`src/rtl/inv_shiftrows_serial.sv`:
```
// Byte-serial AES InvShiftRows: loads 16 state bytes, then emits them row-unshifted.
// Optional define INV_SHIFTROWS_BYPASS_EN adds a bypass input sampled with byte 0.
module inv_shiftrows_serial (
   input  logic       clk,
   input  logic       rst_n,
   input  logic       in_valid,
   input  logic [7:0] in_byte,
   output logic       in_ready,
   output logic       out_valid,
   output logic [7:0] out_byte,
   output logic       out_last,
   input  logic       out_ready,
   input  logic       abort,
`ifdef INV_SHIFTROWS_BYPASS_EN
   input  logic       bypass,
`endif
   output logic       busy
);

   typedef enum logic [0:0] {StLoad, StUnload} state_e;

   state_e     state_q, state_d;
   logic [3:0] idx_q, idx_d;
   logic [7:0] mem_q [16];
   logic       in_xfer, out_xfer;
   logic [1:0] src_col;
   logic [3:0] src_idx;

   assign in_xfer  = in_valid & in_ready;
   assign out_xfer = out_valid & out_ready;

   // Index is {column, row}; output (r,c) reads input (r,(c-r) mod 4).
   assign src_col = idx_q[3:2] - idx_q[1:0];

`ifdef INV_SHIFTROWS_BYPASS_EN
   logic bypass_q;

   always_ff @(posedge clk or negedge rst_n) begin
      if (!rst_n) begin
         bypass_q <= 1'b0;
      end else if (in_xfer && !abort && idx_q == 4'd0) begin
         bypass_q <= bypass;
      end
   end

   assign src_idx = bypass_q ? idx_q : {src_col, idx_q[1:0]};
`else
   assign src_idx = {src_col, idx_q[1:0]};
`endif

   // State register
   always_ff @(posedge clk or negedge rst_n) begin
      if (!rst_n) begin
         state_q <= StLoad;
         idx_q   <= 4'd0;
      end else begin
         state_q <= state_d;
         idx_q   <= idx_d;
      end
   end

   // Buffer write; an aborting cycle never stores its byte
   always_ff @(posedge clk or negedge rst_n) begin
      if (!rst_n) begin
         for (int k = 0; k < 16; k++) begin
            mem_q[k] <= 8'h00;
         end
      end else if (in_xfer && !abort) begin
         mem_q[idx_q] <= in_byte;
      end
   end

   // Next-state logic; the 4-bit index wraps to 0 exactly on the state change
   always_comb begin
      state_d = state_q;
      idx_d   = idx_q;
      if (abort) begin
         state_d = StLoad;
         idx_d   = 4'd0;
      end else begin
         unique case (state_q)
            StLoad: begin
               if (in_xfer) begin
                  idx_d = idx_q + 4'd1;
                  if (idx_q == 4'd15) begin
                     state_d = StUnload;
                  end
               end
            end
            StUnload: begin
               if (out_xfer) begin
                  idx_d = idx_q + 4'd1;
                  if (idx_q == 4'd15) begin
                     state_d = StLoad;
                  end
               end
            end
            default: begin
               state_d = StLoad;
               idx_d   = 4'd0;
            end
         endcase
      end
   end

   // Outputs
   always_comb begin
      in_ready  = (state_q == StLoad);
      out_valid = (state_q == StUnload);
      out_last  = out_valid && (idx_q == 4'd15);
      busy      = out_valid || (idx_q != 4'd0);
      out_byte  = out_valid ? mem_q[src_idx] : 8'h00;
   end

endmodule

```
`config.mk`:
```
export PLATFORM = sky130hd
export DESIGN_NAME = inv_shiftrows_serial
export DESIGN_NICKNAME = d
export VERILOG_FILES = /design/src/rtl/inv_shiftrows_serial.sv
export SDC_FILE = /design/constraint.sdc
export NUM_CORES = 1
export LEC_CHECK = 0
export BUFFER_PORTS_ARGS = -buffer_cell sky130_fd_sc_hd__buf_4
export CORE_MARGIN = 3
export CORE_UTILIZATION = 60
export CTS_BUF_LIST = sky130_fd_sc_hd__clkbuf_2
export CTS_CLUSTER_DIAMETER = 50
export CTS_CLUSTER_SIZE = 14
export DETAILED_ROUTE_END_ITERATION = 6
export MAX_ROUTING_LAYER = met4
export PLACE_DENSITY = 0.89
export SYNTH_ARGS = -nofsm -noshare
export SYNTH_HDL_FRONTEND = slang
export SYNTH_SLANG_ARGS = --single-unit
```
`constraint.sdc`:
```
create_clock -name clk -period 6.7 [get_ports clk]
set_input_delay 1.34 -clock clk [delete_from_list [all_inputs] [get_ports clk]]
set_output_delay 1.34 -clock clk [all_outputs]
set_load 0.005 [all_outputs]
```
# ---- Word-level counts from Yosys, hierarchy flattened
# Index checks and enable logic that the tools add are counted.
dict set report word_totals {
  reg_bits 133
  latchBits 0
  out_inout_bits 12
  wordCells 55
  mem_count 0
  ramBits 0
  mem_bits_ro 0
}
dict set report op_classes {
  n_shift 0
  n_eq_ne 3
  n_lt_le_gt_ge 3
  bitwise 5
  n_mux 17
  multipliers 0
  div 0
  add_sub_neg 2
  reduce_logical 7
}
# cell n
set ops {}
lappend ops {{128-bit bitwise mux} 1}
lappend ops {{8-bit binary-select mux with 4-bit select} 1}
lappend ops {{8-bit demux with 4-bit select} 1}
lappend ops {{8-bit 2-to-1 mux} 4}
lappend ops {{4-bit 2-to-1 mux} 3}
lappend ops {{5-bit >= comparator (second input constant)} 2}
lappend ops {{4-bit NOT with 5-bit output} 2}
lappend ops {{4-bit one-hot mux with 2 select lines} 1}
lappend ops {{5-bit by 1-bit < comparator with 1-bit output (second input constant)} 1}
lappend ops {{1-bit 2-to-1 mux} 5}
lappend ops {{4-bit by 1-bit adder with 4-bit output (second input constant)} 1}
lappend ops {{4-bit equality test (second input constant)} 1}
lappend ops {{4-bit nonzero test} 1}
lappend ops {{1-bit logical AND} 3}
lappend ops {{3-bit by 1-bit != test with 1-bit output (second input constant)} 1}
lappend ops {{3-bit by 2-bit != test with 1-bit output (second input constant)} 1}
lappend ops {{1-bit AND} 2}
lappend ops {{1-bit one-hot mux with 2 select lines} 1}
lappend ops {{2-bit AND reduction} 1}
lappend ops {{2-bit subtractor} 1}
lappend ops {{1-bit zero test} 1}
lappend ops {{1-bit logical OR} 1}
lappend ops {{1-bit NOT} 1}

# ---- Logic depth before layout (Yosys ltp)
# Gate-level depths: netlist (run 1).
dict set report depth {
  depth_word 6
  mapped_depth 9
}

# ---- Least setup slack after synthesis (run 1)
# No wires, ideal clock.
dict set report synth_path {
  path_type {register to output}
  start {reg idx_q[2]}
  end {out out_byte[3]}
  arrival_ps 1779
  path_stages_with_launch 9
  setup_slack_ps 3581
  n_path_buf 3
  cell_sequence {dfrtp_1 buf_4 inv_1 ha_1 buf_2 clkbuf_1 mux4_2 nand3_1 o2111ai_1}
}
dict set report synth_between {
  elab_chain_len 6
}
# element line
set synth_rtl {}
lappend synth_rtl {{start, declared} 23} ;# logic [3:0] idx_q, idx_d;
lappend synth_rtl {{start signal, assigned} 58} ;# idx_q <= idx_d;
lappend synth_rtl {{2-bit subtractor} 33} ;# assign src_col = idx_q[3:2] - idx_q[1:0];
lappend synth_rtl {{4-bit NOT with 5-bit output (not written as such)} 112} ;# out_byte = out_valid ? mem_q[src_idx] : 8'h00;
lappend synth_rtl {{8-bit binary-select mux with 4-bit select} 112}
lappend synth_rtl {{8-bit 2-to-1 mux (not written as such) (2 in a row)} 112}
lappend synth_rtl {{8-bit 2-to-1 mux} 112}
lappend synth_rtl {{end, declared} 10} ;# output logic [7:0] out_byte,
# No other way between the ends. The select of a mux whose other input is x is not followed.

# ---- Worst setup path in the final report (run 1)
dict set report layout_path {
  start {reg idx_q[0]}
  end {out out_byte[4]}
}
dict set report layout_between {
  elab_chain_len 6
}
# element line
set layout_rtl {}
lappend layout_rtl {{2-bit subtractor} 33}
lappend layout_rtl {{4-bit NOT with 5-bit output (not written as such) (*)} 112}
lappend layout_rtl {{8-bit binary-select mux with 4-bit select (*)} 112}
lappend layout_rtl {{8-bit 2-to-1 mux (not written as such) (*) (2 in a row)} 112}
lappend layout_rtl {{8-bit 2-to-1 mux (*)} 112}
# Mark *: on every way between the ends. The rest lies on a longest branch, timed or not. The select of a mux whose other input is x is not followed.

==> summary.md, run 1 <==
The flow ran to the end, and the final reports show no timing, DRC or antenna violations. The synthesized design contains 133 register bits. In this run, post-CTS hold repair placed 0 buffers. The tools report the origin of the worst min-delay path as mem_q[85]. Instance count along the most critical hold path: 1. Headroom to the max-slew limit came out at 25.4%.

TritonCTS built the clock tree. The setup check on the worst reg-to-reg path leaves a slack of 4090 ps. The fraction of final layout cells sized beyond drive strength 1 was 48.2%; the relative area change from synthesis to final layout was 7.04%. The remaining antenna violation count was 0; the net switching power was 0.469 mW. For this run, the total global-route usage over all layers was measured as 25.5%. The number of clock buffers added by TritonCTS is 17. For the worst setup path, the data required time is 5360 ps. The final weighted congestion of routability-driven global placement was 0.835. Setup repair after global routing left no endpoint under its margin. The tools report the cell-internal power as 1.25 mW. The largest net degree at the start of global routing is 91, and the final count of pins violating max slew is 0. The first detailed-routing pass ran for 4 iterations. In this run the count of I/O pins placed on the die edge is 25.

Post-CTS repair changed the size of 0 cells. After the first detailed-routing iteration, the DRC count stood at 288. From bottom edge to top edge, the die measures 110 µm.

The number of H-tree levels is 4. The worst voltage drop across the vdd grid was 0.000132 V; the pin slew with the least headroom to its limit was 1120 ps. The logs give 14200 µm for the total length of routed wires and 50.9% for the post-synthesis sequential area ratio.

The logs give 33 for the number of distinct library cells after synthesis and 0 for the setup violation total in the final timing report. The path with the worst hold slack has its endpoint at mem_q[85]. The top cell types in the final layout, fill and taps aside, are 132 x sky130_fd_sc_hd__dfrtp_1, 97 x sky130_fd_sc_hd__mux2_2, 32 x sky130_fd_sc_hd__mux2_4. Setup slack closes at 2140 ps.

The quantity of I/O buffers inserted on ports works out to 24. The run gives 2 as the maximum clock path buffer count. The average instance in the mapped netlist occupies 14.9 µm². The tools report the clock network latency to the later pin of the worst-skew pair as 690 ps.

The number of global-route vias before repair is 4199, and the fraction of power consumed by the clock network is 32.4%. The net switching fraction of the power is 27.4%. The power density normalized to cell area was 245 mW/mm². Of the total power, combinational logic draws 13.8%.

The clock-pin slew of the registers on the worst-case setup and hold paths is 180 ps, and the maximum fanout count along the critical path is 53. The chip width works out to 110 µm. The repair_antennas step left the layout with diodes totalling 0. After detailed routing, the average wire length per cell comes to 23.6 µm. The number of hold-slack violations in the final timing report was 0; the number of antenna violations at the first check in global routing was 0.

The final critical path takes up 68.0% of the cycle. The power share of the sequential group is 53.7%. The critical path in this run is classified as register to output pin. The worst register-to-register path ends at mem_q[27].

The count of synthesis-stage warnings from yosys was 0; the total cell area at the placement stage was 0.00671 mm². Most instantiated flip-flop cell in the synthesis netlist: sky130_fd_sc_hd__dfrtp_1. The via count normalized by instance count is 6.43, and the clock skew is 19.4 ps. Core box area: 0.0105 mm². DRC violations left: 0. The total via count in the routed design is 3875, and the share of flip-flops with an asynchronous set or reset is 100%. Commonest non-fill, non-tap cell in the layout: sky130_fd_sc_hd__dfrtp_1.

Final critical delay including setup and external delays: 4560 ps. The final net count came out at 472. The origin of the worst setup path is idx_q[0].

The die covers 0.0122 mm². Summing all non-filler instances in the final layout gives an area of 0.00700 mm². For the worst setup path, the data arrival time is 3220 ps.

The worst hold path belongs to the class register to register. The number of enable-type register cells in the synthesized netlist was 0; the starting density of the core was 62.5%. The worst setup path is launched from a register. The first-pass GRT wire length is 23500 µm. The minimum setup slack after placement was 2920 ps; the number of standard cells after synthesis was 440. Global routing finished with a remaining overflow of 0. The tools report the HPWL after detailed placement as 9020 µm. Setup total negative slack on the finished layout was measured at 0 ps.

The mapped netlist covers 0.00654 mm². The number of setup buffers added after CTS is 0. For this run, the share of the core covered by cells in the final layout is 66.9%.

Across the run, the number of max-cap violations was 0. The run gives 458 as the synthesized net count. The initialized floorplan defines 37 standard-cell rows. Static timing analysis puts the maximum clock frequency at 219 MHz. In this run the critical register-to-register path is launched from idx_q[0]. The tools report the endpoint kind of the worst setup timing path as an output pin. For this design the static power due to leakage is 3.33 nW. Clock tree synthesis selected as its root buffer the cell sky130_fd_sc_hd__clkbuf_2. The count of clock tree sinks was 133; the cell depth of the worst flop-to-flop path was 6.
==> flip-flops by register name (all words and copies together) (netlist names) <==
register   flops
mem_q        128
idx_q          4
out_valid      1
==> Yosys cell counts (3+ instances only) <==
cell	instances	share of area, %
sky130_fd_sc_hd__dfrtp_1	133	51
sky130_fd_sc_hd__mux2_2	97	17
sky130_fd_sc_hd__mux2_4	32	7.3
sky130_fd_sc_hd__nand3_1	27	2.1
sky130_fd_sc_hd__mux4_2	17	5.9
sky130_fd_sc_hd__clkbuf_1	13	0.75
sky130_fd_sc_hd__nand2_2	12	1.1
sky130_fd_sc_hd__nor2b_1	11	1.1
sky130_fd_sc_hd__buf_6	9	1.5
sky130_fd_sc_hd__a211oi_1	8	0.92
sky130_fd_sc_hd__o2111ai_1	8	1.1
sky130_fd_sc_hd__o211ai_1	8	0.92
sky130_fd_sc_hd__buf_2	7	0.54
sky130_fd_sc_hd__mux2_1	7	1.2
sky130_fd_sc_hd__mux4_1	7	2.8
sky130_fd_sc_hd__and3_1	5	0.48
sky130_fd_sc_hd__ha_1	5	0.96
sky130_fd_sc_hd__inv_1	5	0.29
sky130_fd_sc_hd__and4bb_4	4	0.99
sky130_fd_sc_hd__buf_4	4	0.46
sky130_fd_sc_hd__a21oi_1	3	0.23
==> cell families after synthesis <==
group,after synthesis,share of synthesized area (%)
mux,162,34.2
flops,133,50.9
simple gates,67,6.43
buf+inv,40,3.71
compound gates,30,3.40
fa+ha+maj,5,0.956
xor+xnor,3,0.402
==> final cells by class <==
cell class,instances,area [µm²]
well taps,136,170
multi-input cells,267,2970
repair buffers,30,225
clock inverters,15,203
flip-flops and latches,133,3330
clock buffers,17,85.1
fillers,703,3460
inverters,5,18.8
==> through the flow <==
| step | total power [mW] | hold WS (ps) | std cells |
|---|---|---|---|
| floorplan | 1.09 | 456 | 440 |
| global placement | 1.15 | 469 | 571 |
| detailed placement | 1.17 | 480 | 571 |
| CTS | 1.72 | 522 | 603 |
| global route | 1.79 | 536 | 603 |
| finish | 1.71 | 519 | 603 |
==> metal layers <==
| metal | up-vias | global-route usage (%) | wire length, µm |
|---|---|---|---|
| met4 | 0 | 11.5 | 463 |
| met3 | 40 | 6.74 | 826 |
| met2 | 115 | 37.7 | 6890 |
| li1 | 1671 | - | - |
| met5 | - | - | 0 |
| met1 | 2049 | 33.2 | 6060 |
==> critical path: stages (launching register included) <==
cell and delay (ps):
sky130_fd_sc_hd__dfrtp_2 380, sky130_fd_sc_hd__buf_4 590, sky130_fd_sc_hd__ha_1 270, sky130_fd_sc_hd__buf_4 400
sky130_fd_sc_hd__mux4_2 390, sky130_fd_sc_hd__nand3_1 140, sky130_fd_sc_hd__o2111ai_1 150, sky130_fd_sc_hd__buf_4 170
==> worst max-delay path by stage <==
stage / to / cells past startpoint
4_1_cts: out_byte[4] / 7
5_1_grt: out_byte[4] / 7
3_5_place_dp: out_byte[4] / 7
6_report: out_byte[4] / 7
2_1_floorplan: out_byte[3] / 8
3_3_place_gp: out_byte[7] / 7
==> power groups by stage <==
stage | clock network (mW) | logic, mW | registers [mW]
after floorplan | 0 | 0.177 | 0.913
after global placement | 0 | 0.225 | 0.927
after detailed placement | 0 | 0.237 | 0.934
after CTS | 0.564 | 0.239 | 0.919
after global routing | 0.604 | 0.258 | 0.928
final | 0.556 | 0.237 | 0.921
No activity file was read; power rests on OpenSTA's default activity.
==> run 2, diff against run 1 <==
==> constraint.sdc (replaced) <==
create_clock -name clk -period 4.5 [get_ports clk]
set_input_delay 0.9 -clock clk [delete_from_list [all_inputs] [get_ports clk]]
set_output_delay 0.9 -clock clk [all_outputs]
set_load 0.005 [all_outputs]
==> run 2 against run 1 <==
Wire length down 1.9%. Clock power up 29%. Global-route usage down 1.1 points. Non-clock buffer count up 1. Worst setup slack worse by 1400 ps. Sequential power up 49%. Clock-buffer cell count up 1. Power up 42%. Via count down 1.5%. Design area down 0.71%. Critical path type unchanged. Critical endpoint is now out_byte[2].
==> summary.md, run 2 (same netlist as run 1, synthesis figures left out) <==
The cell-internal power is 1.79 mW (was 1.25 mW), and the number of primary I/O pins is 25 (unchanged). The CTS root buffer is sky130_fd_sc_hd__clkbuf_2 (unchanged). The maximum clock path buffer count was 2 (unchanged); the cell depth of the worst flop-to-flop path was 5 (was 6). The pin slew with the least headroom to its limit is 993 ps (was 1120 ps), and the largest net degree at the start of global routing is 83 (was 91). The antenna diode count is 0 (unchanged).

Setup repair after global routing left no endpoint under its margin. The worst min-delay path category is primary input to asynchronous set/reset pin (was register to register). The number of core rows came out at 37 (unchanged). Commonest cells after routing, fill and taps aside: 132 x sky130_fd_sc_hd__dfrtp_1, 97 x sky130_fd_sc_hd__mux2_2, 32 x sky130_fd_sc_hd__mux2_4 (unchanged). The post-detailed-route wirelength per cell works out to 23.1 µm (was 23.6 µm). The number of hold-slack violations in the final timing report was 0 (unchanged).

The chip width was 110 µm (unchanged). The relative area change from synthesis to final layout came out at 6.27% (was 7.04%). Commonest non-fill, non-tap cell in the layout: sky130_fd_sc_hd__dfrtp_1 (unchanged).

The fraction of power consumed by the clock network is 29.3% (was 32.4%), and the setup violation total in the final timing report is 0 (unchanged). The run gives 2880 ps (was 3220 ps) as the arrival time of data at the critical path endpoint. The logs give 3.32 nW (was 3.33 nW) for the total leakage power and 333 (was 288) for the iteration-0 DRC count of the detailed router. The clock period could shrink to 3780 ps. The type of the setup path with the least slack is register to output pin (unchanged). The run gives 0 (unchanged) as the DRC violations left. The number of maximum-capacitance constraint violations was 0 (unchanged). The register with the most flip-flops was mem_q (unchanged). The tools report the count of instances resized after the clock tree is built as 0 (unchanged).

TritonCTS built the clock tree. The count of clock tree sinks is 133 (unchanged). The floorplan die area is 0.0122 mm² (unchanged), and the worst voltage drop across the vdd grid is 0.000196 V (was 0.000132 V). Quantity of I/O buffers inserted on ports: 24 (unchanged).

The run gives 3815 (was 3875) as the total via count in the routed design. The relative slew slack was 33.8% (was 25.4%). The critical register-to-register path startpoint is idx_q[0] (unchanged). The core box area came out at 0.0105 mm² (unchanged). The run gives 3600 ps (was 5360 ps) as the required arrival time at the worst endpoint. The tools report the count of TritonRoute iterations in the first routing pass as 4 (unchanged). The critical path startpoint category is a register (unchanged).

Setup total negative slack: 0 ps (unchanged). The final weighted congestion of routability-driven global placement came out at 0.915 (was 0.835). The remaining antenna violation count was 0 (unchanged); the power density normalized to cell area was 351 mW/mm² (was 245 mW/mm²). The final net count is 473 (was 472), and the delay contributed by the slowest stage of the critical path is 570 ps (was 590 ps).

The maximum fanout count along the critical path is 32 (was 53), and the fraction of final layout cells sized beyond drive strength 1 is 47.3% (was 48.2%). The first-pass GRT wire length is 22300 µm (was 23500 µm), and the power share of the sequential group is 56.0% (was 53.7%). The flip-flop count of the largest register after layout works out to 128 (unchanged). The count of fill cells added during filler insertion is 711 (was 703). The final count of pins violating max slew was 0 (unchanged). The run gives 4083 (was 4199) as the number of global-route vias before repair. The clock network latency to the later pin of the worst-skew pair is 680 ps (was 690 ps). Crit-path cells: inv_1 -> ha_1 -> buf_4 -> mux4_2 -> nand3_1 -> o2111ai_1 -> buf_4 (was buf_4 -> ha_1 -> buf_4 -> mux4_2 -> nand3_1 -> o2111ai_1 -> buf_4).

The run gives 0 (unchanged) as the number of antenna violations at the first check in global routing. The tools report the clock buffer count from CTS as 17 (unchanged). The logs give 14000 µm (was 14200 µm) for the total length of routed wires and 265 MHz for the achievable clock frequency. The worst flop-to-flop path endpoint was mem_q[1] (was mem_q[27]). Clock-pin slew of the registers on the worst-case setup and hold paths: 190 ps (was 180 ps). Cell occurring most often along the worst timing path: sky130_fd_sc_hd__buf_4 (unchanged).

The tools report the HPWL after detailed placement as 8960 µm (was 9020 µm). Via count normalized by instance count: 6.33 (was 6.43). Standard cell with the maximum stage delay on the critical path: sky130_fd_sc_hd__dfrtp_1 (was sky130_fd_sc_hd__buf_4). The clock skew was 26.4 ps (was 19.4 ps); the share of the core filled with cells was 66.4% (was 66.9%). The final global-route overflow total is 0 (unchanged).

Dividing the final minimum period by the clock period gives 83.9%. The number of H-tree levels was 4 (unchanged); the die extent in y was 110 µm (unchanged). The post-CTS setup-driven buffer insertion count came out at 0 (unchanged). The starting density of the core is 62.5% (unchanged), and the proportion of power drawn by combinational gates is 14.6% (was 13.8%). The flow ran to the end, and the final reports show no timing, DRC or antenna violations.

The setup slack of the worst register-to-register path is 1810 ps (was 4090 ps). The aggregate global-route resource usage was 24.3% (was 25.5%); the net switching fraction of the power was 26.7% (was 27.4%). The endpoint kind of the worst setup timing path is an output pin (unchanged). Total of hold buffers inserted after clock tree synthesis: 0 (unchanged). The net switching power is 0.652 mW (was 0.469 mW).
==> run 2: worst max path at each step <==
stage,slack (ps),cells after the start,start,to
floorplan,1820,8,idx_q[2],out_byte[3]
global placement,1590,7,idx_q[2],out_byte[0]
detailed placement,1490,7,idx_q[2],out_byte[6]
CTS,730,7,idx_q[2],out_byte[6]
global route,560,7,idx_q[2],out_byte[2]
finish,720,7,idx_q[2],out_byte[2]
==> run 2: area by class of cell <==
cell class	instances	area, µm²	area share [%]
flip-flops and latches	133	3330	47.9
clock inverters	13	140	2.02
well taps	136	170	2.45
multi-input cells	267	2970	42.7
clock buffers	18	90.1	1.30
inverters	5	18.8	0.270
repair buffers	31	233	3.35
==> run 2: metal layers <==
layer	up-vias	global-route usage, %	part of all wire (%)
li1	1671	-	-
met1	1957	30.1	40
met2	159	38.2	50
met3	28	6.79	7.0
met4	0	9.52	2.8
met5	-	-	0
==> run 2: worst max-delay path, delay by kind of cell (launching register included) <==
kind / cells / cell delay [ps]
adders and majority gates: 1 / 310
buffers and inverters: 3 / 660
and+or+nand+nor: 1 / 120
DFF: 1 / 570
muxes: 1 / 420
AOI/OAI and AO/OA: 1 / 140
==> run 2: per-stage QoR <==
stage	setup WS, ps	cells	hold WS, ps	total power, mW	cell area, µm²
3_3_place_gp	1590	572	468	1.72	6720
6_report	724	603	351	2.44	6950
3_5_place_dp	1490	572	477	1.74	6720
5_1_grt	561	603	379	2.54	6950
4_1_cts	729	603	363	2.44	6950
2_1_floorplan	1820	440	456	1.62	6540
==> run 2: power by group through the flow <==
stage	Combinational [mW]	Sequential (mW)	Clock (mW)
detailed placement	0.355	1.39	0
floorplan	0.264	1.36	0
CTS	0.357	1.36	0.719
finish	0.357	1.37	0.715
global placement	0.339	1.38	0
global route	0.387	1.38	0.772
